--- src/rtl/wishbone_sram_bridge_if.sv ---
// Wishbone classic bus bundle between a bus master and wishbone_sram_bridge.
interface wishbone_sram_bridge_if;
    logic        wbs_stb_i;
    logic        wbs_cyc_i;
    logic        wbs_we_i;
    logic [3:0]  wbs_sel_i;
    logic [31:0] wbs_dat_i;
    logic [31:0] wbs_adr_i;
    logic        wbs_ack_o;
    logic [31:0] wbs_dat_o;

    modport master (
        output wbs_stb_i, wbs_cyc_i, wbs_we_i, wbs_sel_i, wbs_dat_i, wbs_adr_i,
        input  wbs_ack_o, wbs_dat_o
    );

    modport slave (
        input  wbs_stb_i, wbs_cyc_i, wbs_we_i, wbs_sel_i, wbs_dat_i, wbs_adr_i,
        output wbs_ack_o, wbs_dat_o
    );
endinterface

--- src/rtl/wishbone_sram_bridge.sv ---
// Wishbone classic slave fronting NUM_BANKS single-port SRAM macros with a fixed read latency.
// Define WB_SRAM_ERR_EN to answer out-of-window requests on wbs_err_o instead of a zero-data ack.
module wishbone_sram_bridge #(
    parameter logic [31:0] BASE_ADDR  = 32'h3000_0000,
    parameter int          ADDR_WIDTH = 8,
    parameter int          NUM_BANKS  = 2,
    parameter int          RAM_DELAY  = 1
) (
    input  logic                      wb_clk_i,
    input  logic                      wb_rst_ni,
    wishbone_sram_bridge_if.slave     wb,
`ifdef WB_SRAM_ERR_EN
    output logic                      wbs_err_o,
`endif
    output logic                      ram_clk0,
    output logic [NUM_BANKS-1:0]      ram_csb0,
    output logic                      ram_web0,
    output logic [3:0]                ram_wmask0,
    output logic [ADDR_WIDTH-1:0]     ram_addr0,
    output logic [31:0]               ram_dout0,
    input  logic [32*NUM_BANKS-1:0]   ram_din0
);
    localparam int          BANK_W    = (NUM_BANKS > 1) ? $clog2(NUM_BANKS) : 1;
    localparam int          CNT_W     = $clog2(RAM_DELAY + 1);
    localparam logic [32:0] WIN_BYTES = 33'(NUM_BANKS) << (ADDR_WIDTH + 2);

    typedef enum logic [1:0] {IDLE, ACCESS, WAIT, ACK} state_t;

    state_t                state_q, state_d;
    logic [NUM_BANKS-1:0]  csb_q, csb_d;
    logic                  web_q, web_d;
    logic [3:0]            wmask_q, wmask_d;
    logic [ADDR_WIDTH-1:0] addr_q, addr_d;
    logic [31:0]           dout_q, dout_d;
    logic [31:0]           rdat_q, rdat_d;
    logic [BANK_W-1:0]     bank_q, bank_d;
    logic [CNT_W-1:0]      cnt_q, cnt_d;
    logic                  ack_q, ack_d;
`ifdef WB_SRAM_ERR_EN
    logic                  err_q, err_d;
`endif

    logic [31:0]           offset;
    logic                  in_range;
    logic [ADDR_WIDTH-1:0] req_word;
    logic [BANK_W-1:0]     req_bank;
    logic [NUM_BANKS-1:0]  req_csb;
    logic [31:0]           bank_rdata;

    // Window decode works on the offset so a window reaching the top of the address space stays correct.
    assign offset   = wb.wbs_adr_i - BASE_ADDR;
    assign in_range = (wb.wbs_adr_i >= BASE_ADDR) && ({1'b0, offset} < WIN_BYTES);
    assign req_word = offset[ADDR_WIDTH+1:2];
    assign req_bank = (NUM_BANKS > 1) ? offset[ADDR_WIDTH+2 +: BANK_W] : '0;

    always_comb begin
        req_csb    = '1;
        bank_rdata = '0;
        for (int b = 0; b < NUM_BANKS; b++) begin
            req_csb[b] = (req_bank != BANK_W'(b));
            if (bank_q == BANK_W'(b)) begin
                bank_rdata = ram_din0[32*b +: 32];
            end
        end
    end

    always_comb begin
        state_d = state_q;
        csb_d   = '1;
        web_d   = web_q;
        wmask_d = wmask_q;
        addr_d  = addr_q;
        dout_d  = dout_q;
        rdat_d  = rdat_q;
        bank_d  = bank_q;
        cnt_d   = cnt_q;
        ack_d   = 1'b0;
`ifdef WB_SRAM_ERR_EN
        err_d   = 1'b0;
`endif
        case (state_q)
            IDLE: begin
                if (wb.wbs_cyc_i && wb.wbs_stb_i) begin
                    if (in_range) begin
                        state_d = ACCESS;
                        csb_d   = req_csb;
                        web_d   = ~wb.wbs_we_i;
                        wmask_d = wb.wbs_sel_i;
                        addr_d  = req_word;
                        dout_d  = wb.wbs_dat_i;
                        bank_d  = req_bank;
                    end else begin
                        state_d = ACK;
`ifdef WB_SRAM_ERR_EN
                        err_d   = 1'b1;
`else
                        ack_d   = 1'b1;
                        if (!wb.wbs_we_i) begin
                            rdat_d = '0;
                        end
`endif
                    end
                end
            end
            ACCESS: begin
                state_d = WAIT;
                cnt_d   = CNT_W'(RAM_DELAY);
            end
            WAIT: begin
                // An abandoned cycle leaves the SRAM access in flight but never reports it.
                if (!wb.wbs_cyc_i) begin
                    state_d = IDLE;
                    cnt_d   = '0;
                end else if (cnt_q == CNT_W'(1)) begin
                    state_d = ACK;
                    cnt_d   = '0;
                    ack_d   = 1'b1;
                    if (web_q) begin
                        rdat_d = bank_rdata;
                    end
                end else begin
                    cnt_d = cnt_q - CNT_W'(1);
                end
            end
            ACK:     state_d = IDLE;
            default: state_d = IDLE;
        endcase
    end

    always_ff @(posedge wb_clk_i or negedge wb_rst_ni) begin
        if (!wb_rst_ni) begin
            state_q <= IDLE;
            csb_q   <= '1;
            web_q   <= 1'b1;
            wmask_q <= '0;
            addr_q  <= '0;
            dout_q  <= '0;
            rdat_q  <= '0;
            bank_q  <= '0;
            cnt_q   <= '0;
            ack_q   <= 1'b0;
`ifdef WB_SRAM_ERR_EN
            err_q   <= 1'b0;
`endif
        end else begin
            state_q <= state_d;
            csb_q   <= csb_d;
            web_q   <= web_d;
            wmask_q <= wmask_d;
            addr_q  <= addr_d;
            dout_q  <= dout_d;
            rdat_q  <= rdat_d;
            bank_q  <= bank_d;
            cnt_q   <= cnt_d;
            ack_q   <= ack_d;
`ifdef WB_SRAM_ERR_EN
            err_q   <= err_d;
`endif
        end
    end

    // Responses are qualified by cyc so a master that abandons the cycle during ACK sees nothing.
    assign wb.wbs_ack_o = ack_q & wb.wbs_cyc_i;
    assign wb.wbs_dat_o = rdat_q;
`ifdef WB_SRAM_ERR_EN
    assign wbs_err_o    = err_q & wb.wbs_cyc_i;
`endif
    assign ram_clk0     = wb_clk_i;
    assign ram_csb0     = csb_q;
    assign ram_web0     = web_q;
    assign ram_wmask0   = wmask_q;
    assign ram_addr0    = addr_q;
    assign ram_dout0    = dout_q;
endmodule

--- src/flat_wrapper.sv ---
// flat-port wrapper written by rule: the top's interface ports become plain ports
module wishbone_sram_bridge_flat 
#(
    parameter logic [31:0] BASE_ADDR  = 32'h3000_0000,
    parameter int          ADDR_WIDTH = 8,
    parameter int          NUM_BANKS  = 2,
    parameter int          RAM_DELAY  = 1
)
  (wb_clk_i, wb_rst_ni, ram_clk0, ram_csb0, ram_web0, ram_wmask0, ram_addr0, ram_dout0, ram_din0, wb_wbs_stb_i, wb_wbs_cyc_i, wb_wbs_we_i, wb_wbs_sel_i, wb_wbs_dat_i, wb_wbs_adr_i, wb_wbs_ack_o, wb_wbs_dat_o);
  wishbone_sram_bridge_if wb_i ();
  input  logic wb_clk_i;
  input  logic wb_rst_ni;
  output logic ram_clk0;
  output logic [NUM_BANKS-1:0] ram_csb0;
  output logic ram_web0;
  output logic [3:0] ram_wmask0;
  output logic [ADDR_WIDTH-1:0] ram_addr0;
  output logic [31:0] ram_dout0;
  input  logic [32*NUM_BANKS-1:0] ram_din0;
  input wire logic [$bits(wb_i.wbs_stb_i)-1:0] wb_wbs_stb_i;
  input wire logic [$bits(wb_i.wbs_cyc_i)-1:0] wb_wbs_cyc_i;
  input wire logic [$bits(wb_i.wbs_we_i)-1:0] wb_wbs_we_i;
  input wire logic [$bits(wb_i.wbs_sel_i)-1:0] wb_wbs_sel_i;
  input wire logic [$bits(wb_i.wbs_dat_i)-1:0] wb_wbs_dat_i;
  input wire logic [$bits(wb_i.wbs_adr_i)-1:0] wb_wbs_adr_i;
  output wire logic [$bits(wb_i.wbs_ack_o)-1:0] wb_wbs_ack_o;
  output wire logic [$bits(wb_i.wbs_dat_o)-1:0] wb_wbs_dat_o;
  assign wb_i.wbs_stb_i = wb_wbs_stb_i;
  assign wb_i.wbs_cyc_i = wb_wbs_cyc_i;
  assign wb_i.wbs_we_i = wb_wbs_we_i;
  assign wb_i.wbs_sel_i = wb_wbs_sel_i;
  assign wb_i.wbs_dat_i = wb_wbs_dat_i;
  assign wb_i.wbs_adr_i = wb_wbs_adr_i;
  assign wb_wbs_ack_o = wb_i.wbs_ack_o;
  assign wb_wbs_dat_o = wb_i.wbs_dat_o;
  wishbone_sram_bridge #(.BASE_ADDR(BASE_ADDR), .ADDR_WIDTH(ADDR_WIDTH), .NUM_BANKS(NUM_BANKS), .RAM_DELAY(RAM_DELAY)) u_core (.wb_clk_i(wb_clk_i), .wb_rst_ni(wb_rst_ni), .wb(wb_i), .ram_clk0(ram_clk0), .ram_csb0(ram_csb0), .ram_web0(ram_web0), .ram_wmask0(ram_wmask0), .ram_addr0(ram_addr0), .ram_dout0(ram_dout0), .ram_din0(ram_din0));
endmodule
--- config.mk ---
export PLATFORM = sky130hd
export DESIGN_NAME = wishbone_sram_bridge_flat
export DESIGN_NICKNAME = d
export VERILOG_FILES = /design/src/rtl/wishbone_sram_bridge_if.sv /design/src/rtl/wishbone_sram_bridge.sv /design/src/flat_wrapper.sv
export SDC_FILE = /design/constraint.sdc
export NUM_CORES = 1
export LEC_CHECK = 0
export BUFFER_PORTS_ARGS = -buffer_cell sky130_fd_sc_hd__buf_2
export CAP_MARGIN = 10
export CELL_PAD_IN_SITES_DETAIL_PLACEMENT = 1
export CELL_PAD_IN_SITES_GLOBAL_PLACEMENT = 1
export CORE_UTILIZATION = 37
export DETAILED_ROUTE_END_ITERATION = 10
export PLACE_DENSITY = 0.86
export SETUP_SLACK_MARGIN = 0.02
export SYNTH_ARGS = -nofsm -noshare
export SYNTH_HDL_FRONTEND = slang
export SYNTH_SLANG_ARGS = --single-unit
--- constraint.sdc ---
create_clock -name wb_clk_i -period 3.7 [get_ports wb_clk_i]
set_input_delay 0.37 -clock wb_clk_i [delete_from_list [all_inputs] [get_ports wb_clk_i]]
set_output_delay 0.37 -clock wb_clk_i [all_outputs]
set_load 0.01 [all_outputs]
---- Word level (Yosys, flattened, before mapping) ----
Cells that the tools add are included.
storage, ports and cells
  output and inout port bits .............. 81
  register bits ........................... 84
  logic and storage cells ................. 59
  input bits .............................. 137
cells by class
  eq/ne operators ......................... 10
  bitwise operators ....................... 3
  multiplexer cells ....................... 24
  magnitude comparators ................... 2
  reduce and logical (&&, ||, !) cells .... 8
  $add $sub $neg .......................... 2
operators with widths
  kind                                                          number
  2-to-1 mux 32 bit                                             7
  one-hot mux 32 bit (2 select lines)                           1
  >= comparator 32 x 30 -> 1 bit, second input constant         1
  less-than comparator 32 x 12 -> 1 bit, second input constant  1
  subtractor 32 x 30 -> 32 bit, second input constant           1
  2-to-1 mux 2 bit                                              7
  one-hot mux 2 bit (4 select lines)                            1
  AND reduction 7 bit                                           1
  2-to-1 mux 1 bit                                              6
  != test 2 x 1 -> 1 bit, second input constant                 3
  != test 2 bit, second input constant                          3
  equality test 2 bit, second input constant                    2
  one-hot mux 1 bit (2 select lines)                            2
  nonzero test 2 bit                                            2
  != test 3 x 2 -> 1 bit, second input constant                 1
  AND reduction 3 bit                                           1
  equality test 2 x 1 -> 1 bit, second input constant           1
  logical AND 1 bit                                             2
  logical NOT 2 bit                                             1
  inverter 1 bit                                                2
  AND reduction 2 bit                                           1
  AND 1 bit                                                     1
  subtractor 1 bit, second input constant                       1

---- Logic depth before layout (Yosys ltp) ----
Gate-level depths: netlist of run 1.
  word-level depth ........................ 6
  gate-level depth with buffers ........... 8
  gate-level depth less buffers ........... 6

==> flow_summary.json, run 1 <==
{
  "status": "completed",
  "path_cells": "clkbuf_8 > clkbuf_8 > buf_2",
  "grt-ovfl-total": 0,
  "setup_viol": 0,
  "gp_congestion": 0.753,
  "grt_antenna_before_repair": 0,
  "route.detailed.wl_per_inst_um": 16.5,
  "fin_util_pct": 52.5,
  "port_buffers": 215,
  "cp_common_cell": "clkbuf_8",
  "track_usage_pct": 19.5,
  "critical_path.max_stage_delay_ps": 130,
  "cts_setup_buffers": 0,
  "peakVddDrop_v": 0.000345,
  "diodes": 0,
  "timing.max_cap.violations": 0,
  "yosys_warnings": 0,
  "vias": 3146,
  "cts_tree": "done",
  "start_kind": "clock port",
  "seq_area_um2": 2110,
  "num_rows": 37,
  "synth_cells": 289,
  "end_kind": "primary output",
  "final_max_slew_viol_count": 0,
  "clk_pin_slew_worst_paths_ps": 90,
  "setup_tns_ps": 0,
  "crit_arrival_ps": 2200,
  "r2r_cells": 5,
  "cts_hold_buf": 0,
  "min_path_type": "input pin to flip-flop",
  "ff2ff_setup_slack_ps": 1300,
  "nets": 644,
  "area_growth_pct": 36.0,
  "grt_max_degree": 85,
  "ant_nets": 0,
  "coreArea_um2": 10500,
  "drtIter0Drc": 77,
  "ys_seq_area_share_pct": 52.1,
  "startpoint": "wb_clk_i",
  "path_max_fanout": 2,
  "avgSynthCellArea_um2": 14.0,
  "clock_skew_ps": 11.3,
  "synthesis.area_um2": 4040,
  "crit_slowest_cell": "buf_2",
  "clkLatencyLatePin_ps": 450,
  "hpwl_um": 7930,
  "grt_pass1_wl_um": 17000,
  "die_w_um": 107,
  "p_leak_nw": 2.91,
  "routed_via_density": 4.88,
  "pin_count": 218,
  "power_density_nw_per_um2": 522,
  "rsz0062_at_grt": "no",
  "ys_types": 33,
  "drt_wl_total_um": 10600,
  "die_area_um2": 11400,
  "required_ps": 3330,
  "slew_headroom_pct": 30.4,
  "worst_pin_slew_ps": 1040,
  "regToRegEndpoint": "u_core.wb.wbs_dat_o[18]",
  "drcViolationCount": 0,
  "multi_input_area_um2": 1840,
  "n_fill_cell": 1161,
  "ys_seq_elements": 84,
  "grt_pass1_vias": 3502,
  "dr.pass1.iters": 4,
  "crit_type": "clock port to primary output",
  "die_y_um": 107,
  "reg2reg_from": "u_core.state_q[1]",
  "syn_nets": 429,
  "crit_path_end": "ram_clk0",
  "start_util_pct": 38.7,
  "layout-drive-gt1-share_pct": 62.7,
  "hold_violations": 0,
  "cts_resized": 0
}
state kept, by name, summed over array words and instances, names as in the netlist:
signal               cells
u_core.ack_q             1
u_core.bank_q            1
u_core.cnt_q             1
u_core.ram_addr0         8
u_core.ram_csb0          2
u_core.ram_dout0        32
u_core.ram_web0          1
u_core.ram_wmask0        4
u_core.state_q           2
u_core.wb.wbs_dat_o     32
layer usage:
layer  vias up  routed length [um]  GRT usage [%]
met5         -                   0              0
met4         0                 187           8.41
met2       161                5270           33.7
li1       1445                   -              -
met1      1522                4280           22.7
met3        18                 881           5.40
cells by family after synthesis:
family | Yosys count | share of synthesized area, %
muxes | 110 | 33.2
buffers and inverters | 20 | 2.78
DFF | 84 | 52.1
and+or+nand+nor | 61 | 9.28
AOI/OAI and AO/OA | 11 | 1.70
adders and majority gates | 3 | 0.928
where the power goes:
group,switching [W],total [W],leakage [nW],internal [W]
Combinational,0.000424,0.000872,1.65,0.000449
Sequential,0.0000840,0.00117,1.13,0.00109
Clock,0.000364,0.000824,0.132,0.000460
Total,0.000872,0.00287,2.91,0.00200
metrics by stage:
stage,area [um^2],worst slack (ps),total power [W],instances,hold WS [ps]
global route,5500,1110,0.00306,645,44.1
CTS,5500,1130,0.00292,645,46.2
floorplan,4040,1360,0.00173,289,74.4
global placement,5240,1170,0.00205,626,463
finish,5500,1130,0.00287,645,70.8
detailed placement,5240,1130,0.00210,626,471
final cells by class:
| cell class | count | area share (%) |
|---|---|---|
| Clock inverter | 7 | 1.78 |
| Timing Repair Buffer | 216 | 20.0 |
| Inverter | 4 | 0.273 |
| Clock buffer | 13 | 3.10 |
| Sequential cell | 84 | 38.3 |
| Tap cell | 136 | 3.10 |
| Multi-Input combinational cell | 185 | 33.4 |
how the worst min path moves through the flow:
stage / start / endpoint / slack (ps) / depth (start not counted)
final: wb_wbs_adr_i[10] / u_core.ram_csb0[1] / 70 / 2
after global routing: wb_wbs_adr_i[10] / u_core.ram_csb0[1] / 40 / 2
after CTS: wb_wbs_adr_i[10] / u_core.ram_csb0[1] / 50 / 2
after detailed placement: wb_clk_i / ram_clk0 / 470 / 1
after global placement: u_core.ram_web0 / u_core.ram_web0 / 460 / 2
after floorplan: wb_rst_ni / u_core.ack_q / 70 / 0
worst max-delay path, delay by kind of cell:
| kind | cells | cell delay (ps) |
|---|---|---|
| buffers and inverters | 3 | 360 |
cells in the final DEF (no fill, tap or decap), drive strengths merged:
cell type  count
a211oi         1
a21boi         1
a21oi          2
and2           1
buf          217
bufinv         2
clkbuf        12
clkinv         1
clkinvlp       2
dfrtp         81
dfstp          3
ha             3
inv            6
mux2          77
mux2i         33
nand2          6
nand2b         2
nand3          4
nand3b         1
nand4          1
nor2           3
nor2b         32
nor3           3
nor4           4
nor4b          2
nor4bb         1
o211ai         1
o21a           1
o21ai          4
o2bb2ai        1
or3            1
synthesized netlist by cell type, drive strengths merged:
master   count  share of area [%]
dfrtp       81                 50
mux2        77                 25
mux2i       33                8.2
nor2b       32                5.0
buf          8                1.7
clkbuf       8               0.74
nand2        6               0.56
inv          4               0.37
nand3        4               0.50
nor4         4               0.99
o21ai        4               0.49
dfstp        3                1.9
ha           3               0.93
nor2         3               0.28
nor3         3               0.37
a21oi        2               0.25
nand2b       2               0.31
nor4b        2               0.43
a211oi       1               0.19
a21boi       1               0.19
and2         1               0.15
nand3b       1               0.19
nand4        1               0.15
nor4bb       1               0.25
o211ai       1               0.19
o21a         1               0.19
o2bb2ai      1               0.22
or3          1               0.15
(Power assumes the default switching activity.)
==> run 2, diff against run 1 <==
--- a/config.mk
+++ b/config.mk
@@ -9,9 +9,9 @@
 export CAP_MARGIN = 10
 export CELL_PAD_IN_SITES_DETAIL_PLACEMENT = 1
 export CELL_PAD_IN_SITES_GLOBAL_PLACEMENT = 1
-export CORE_UTILIZATION = 37
+export CORE_UTILIZATION = 34
 export DETAILED_ROUTE_END_ITERATION = 10
-export PLACE_DENSITY = 0.86
+export PLACE_DENSITY = 0.8
 export SETUP_SLACK_MARGIN = 0.02
 export SYNTH_ARGS = -nofsm -noshare
 export SYNTH_HDL_FRONTEND = slang
==> constraint.sdc (replaced) <==
create_clock -name wb_clk_i -period 2.5 [get_ports wb_clk_i]
set_input_delay 0.25 -clock wb_clk_i [delete_from_list [all_inputs] [get_ports wb_clk_i]]
set_output_delay 0.25 -clock wb_clk_i [all_outputs]
set_load 0.01 [all_outputs]
==> flow_summary.json, run 2 (synthesis results as in run 1) <==
{
  "fin_area_um2": 5730,
  "dp_cells": 638,
  "path_cells": "inv_1 > ha_1 > nand3_1 > nor4_4 > buf_12 > mux2_2",
  "rsz0062_at_grt": "no",
  "setup_viol": 0,
  "dr.pass1.iters": 7,
  "area_growth_pct": 41.6,
  "startpoint": "u_core.state_q[0]",
  "track_usage_pct": 18.1,
  "setup_tns_ps": 0,
  "peakVddDrop_v": 0.000419,
  "path_max_fanout": 34,
  "p_leak_nw": 3.02,
  "fmax_ghz": 0.479,
  "worst_pin_slew_ps": 559,
  "coreArea_um2": 11500,
  "vias": 3134,
  "drcViolationCount": 28,
  "start_kind": "flip-flop",
  "hold_violations": 0,
  "num_rows": 39,
  "cts_resized": 0,
  "timing.max_cap.violations": 0,
  "grt_max_degree": 44,
  "violations": "design-rule violations",
  "crit_arrival_ps": 2410,
  "reg2reg_from": "u_core.state_q[0]",
  "layout_common_cells": "214 x buf_2, 80 x dfrtp_1, 39 x mux2_4, 38 x mux2_2, 33 x mux2i_1",
  "route.detailed.wl_per_inst_um": 16.0,
  "cts_tree": "done",
  "slew_headroom_pct": 62.8,
  "grt_pass1_wl_um": 17500,
  "diodes": 0,
  "crit_type": "flip-flop to flip-flop",
  "critical_path.max_stage_delay_ps": 380,
  "clk_pin_slew_worst_paths_ps": 70,
  "drt_wl_total_um": 10600,
  "final_common_cell": "buf_2",
  "placed_cell_area_um2": 5320,
  "die_y_um": 111,
  "grt_pass1_vias": 3537,
  "clock_skew_ps": 7.08,
  "fin_util_pct": 49.7,
  "gp_congestion": 0.785,
  "finish.cell_count_without_fillers": 660,
  "final_max_slew_viol_count": 0,
  "routed_via_density": 4.75,
  "grt-ovfl-total": 0,
  "die_w_um": 111,
  "end_kind": "flip-flop",
  "nets": 652,
  "grt_antenna_before_repair": 0,
  "die_area_um2": 12300,
  "hpwl_um": 7930,
  "status": "finished, violations left",
  "min_path_type": "input pin to flip-flop",
  "period_needed_ps": 2090,
  "min_from": "wb_wbs_dat_i[7]",
  "drtIter0Drc": 121,
  "clkLatencyLatePin_ps": 450,
  "pin_count": 218,
  "required_ps": 2830,
  "port_buffers": 215,
  "start_util_pct": 35.1,
  "ant_nets": 0,
  "power_w": 0.00470,
  "fin_crit_sh_pct": 83.4,
  "crit_slowest_cell": "dfrtp_1",
  "power_density_nw_per_um2": 821,
  "layout-drive-gt1-share_pct": 62.7
}
## run 2: changes by cell type in the layout (fill, tap and decap cells not counted), sizes merged
cell         before  now
dlygate4sd3       0    3
bufinv            2    1
clkinvlp          2    0
inv               6    9
buf             217  222
## run 2: final timing paths
check                           slack [ps]  cells after the start                    to
min in group asynchronous              330                      2   u_core.ram_dout0[7]
max in group asynchronous             1470                      3       u_core.ram_web0
worst min register to register         480                      2       u_core.ram_web0
worst min-delay path                    30                      2   u_core.ram_dout0[7]
worst max-delay path                   410                      6  u_core.ram_dout0[22]
worst max register to register         410                      6  u_core.ram_dout0[22]
## run 2: final cells by class
| cell class | instances | area (um^2) |
|---|---|---|
| Clock buffer | 13 | 305 |
| Clock inverter | 7 | 78.8 |
| Fill cell | 1247 | 5790 |
| Inverter | 4 | 15.0 |
| Multi-Input combinational cell | 185 | 1840 |
| Sequential cell | 84 | 2110 |
| Tap cell | 143 | 179 |
| Timing Repair Buffer | 224 | 1210 |
## run 2: through the flow
step           setup slack (ps)  hold WS [ps]
5_1_grt                     324          19.9
3_5_place_dp                398           284
6_report                    414          26.9
4_1_cts                     415          13.5
2_1_floorplan               462         -45.6
3_3_place_gp                446           270
## run 2: repair_timing
action / in CTS / in global routing
endpoints found under the setup margin: 0 / 0
hold buffers: 3 / 0
hold endpoints to repair: 41 / 0
buffers inserted: 0 / 0
## run 2: power breakdown
group          internal (W)  switching (W)
sequential          0.00161       0.000121
combinational      0.000700       0.000650
clock               0.00100       0.000613
## run 2: worst max-delay path: cells and delay by family (launching register included)
kind | cells | cell delay, ps
flip-flops | 1 | 380
multiplexers | 1 | 370
adder cells (fa/ha/maj) | 1 | 300
AND/OR/NAND/NOR | 2 | 500
buffers and inverters | 2 | 400
## run 2: per-layer routing
metal	part of all wire, %	routed length (um)	global-route usage (%)
met1	39	4140	20.5
met2	52	5440	32.3
met3	7.6	807	4.81
met4	1.6	170	7.21
met5	0	0	0
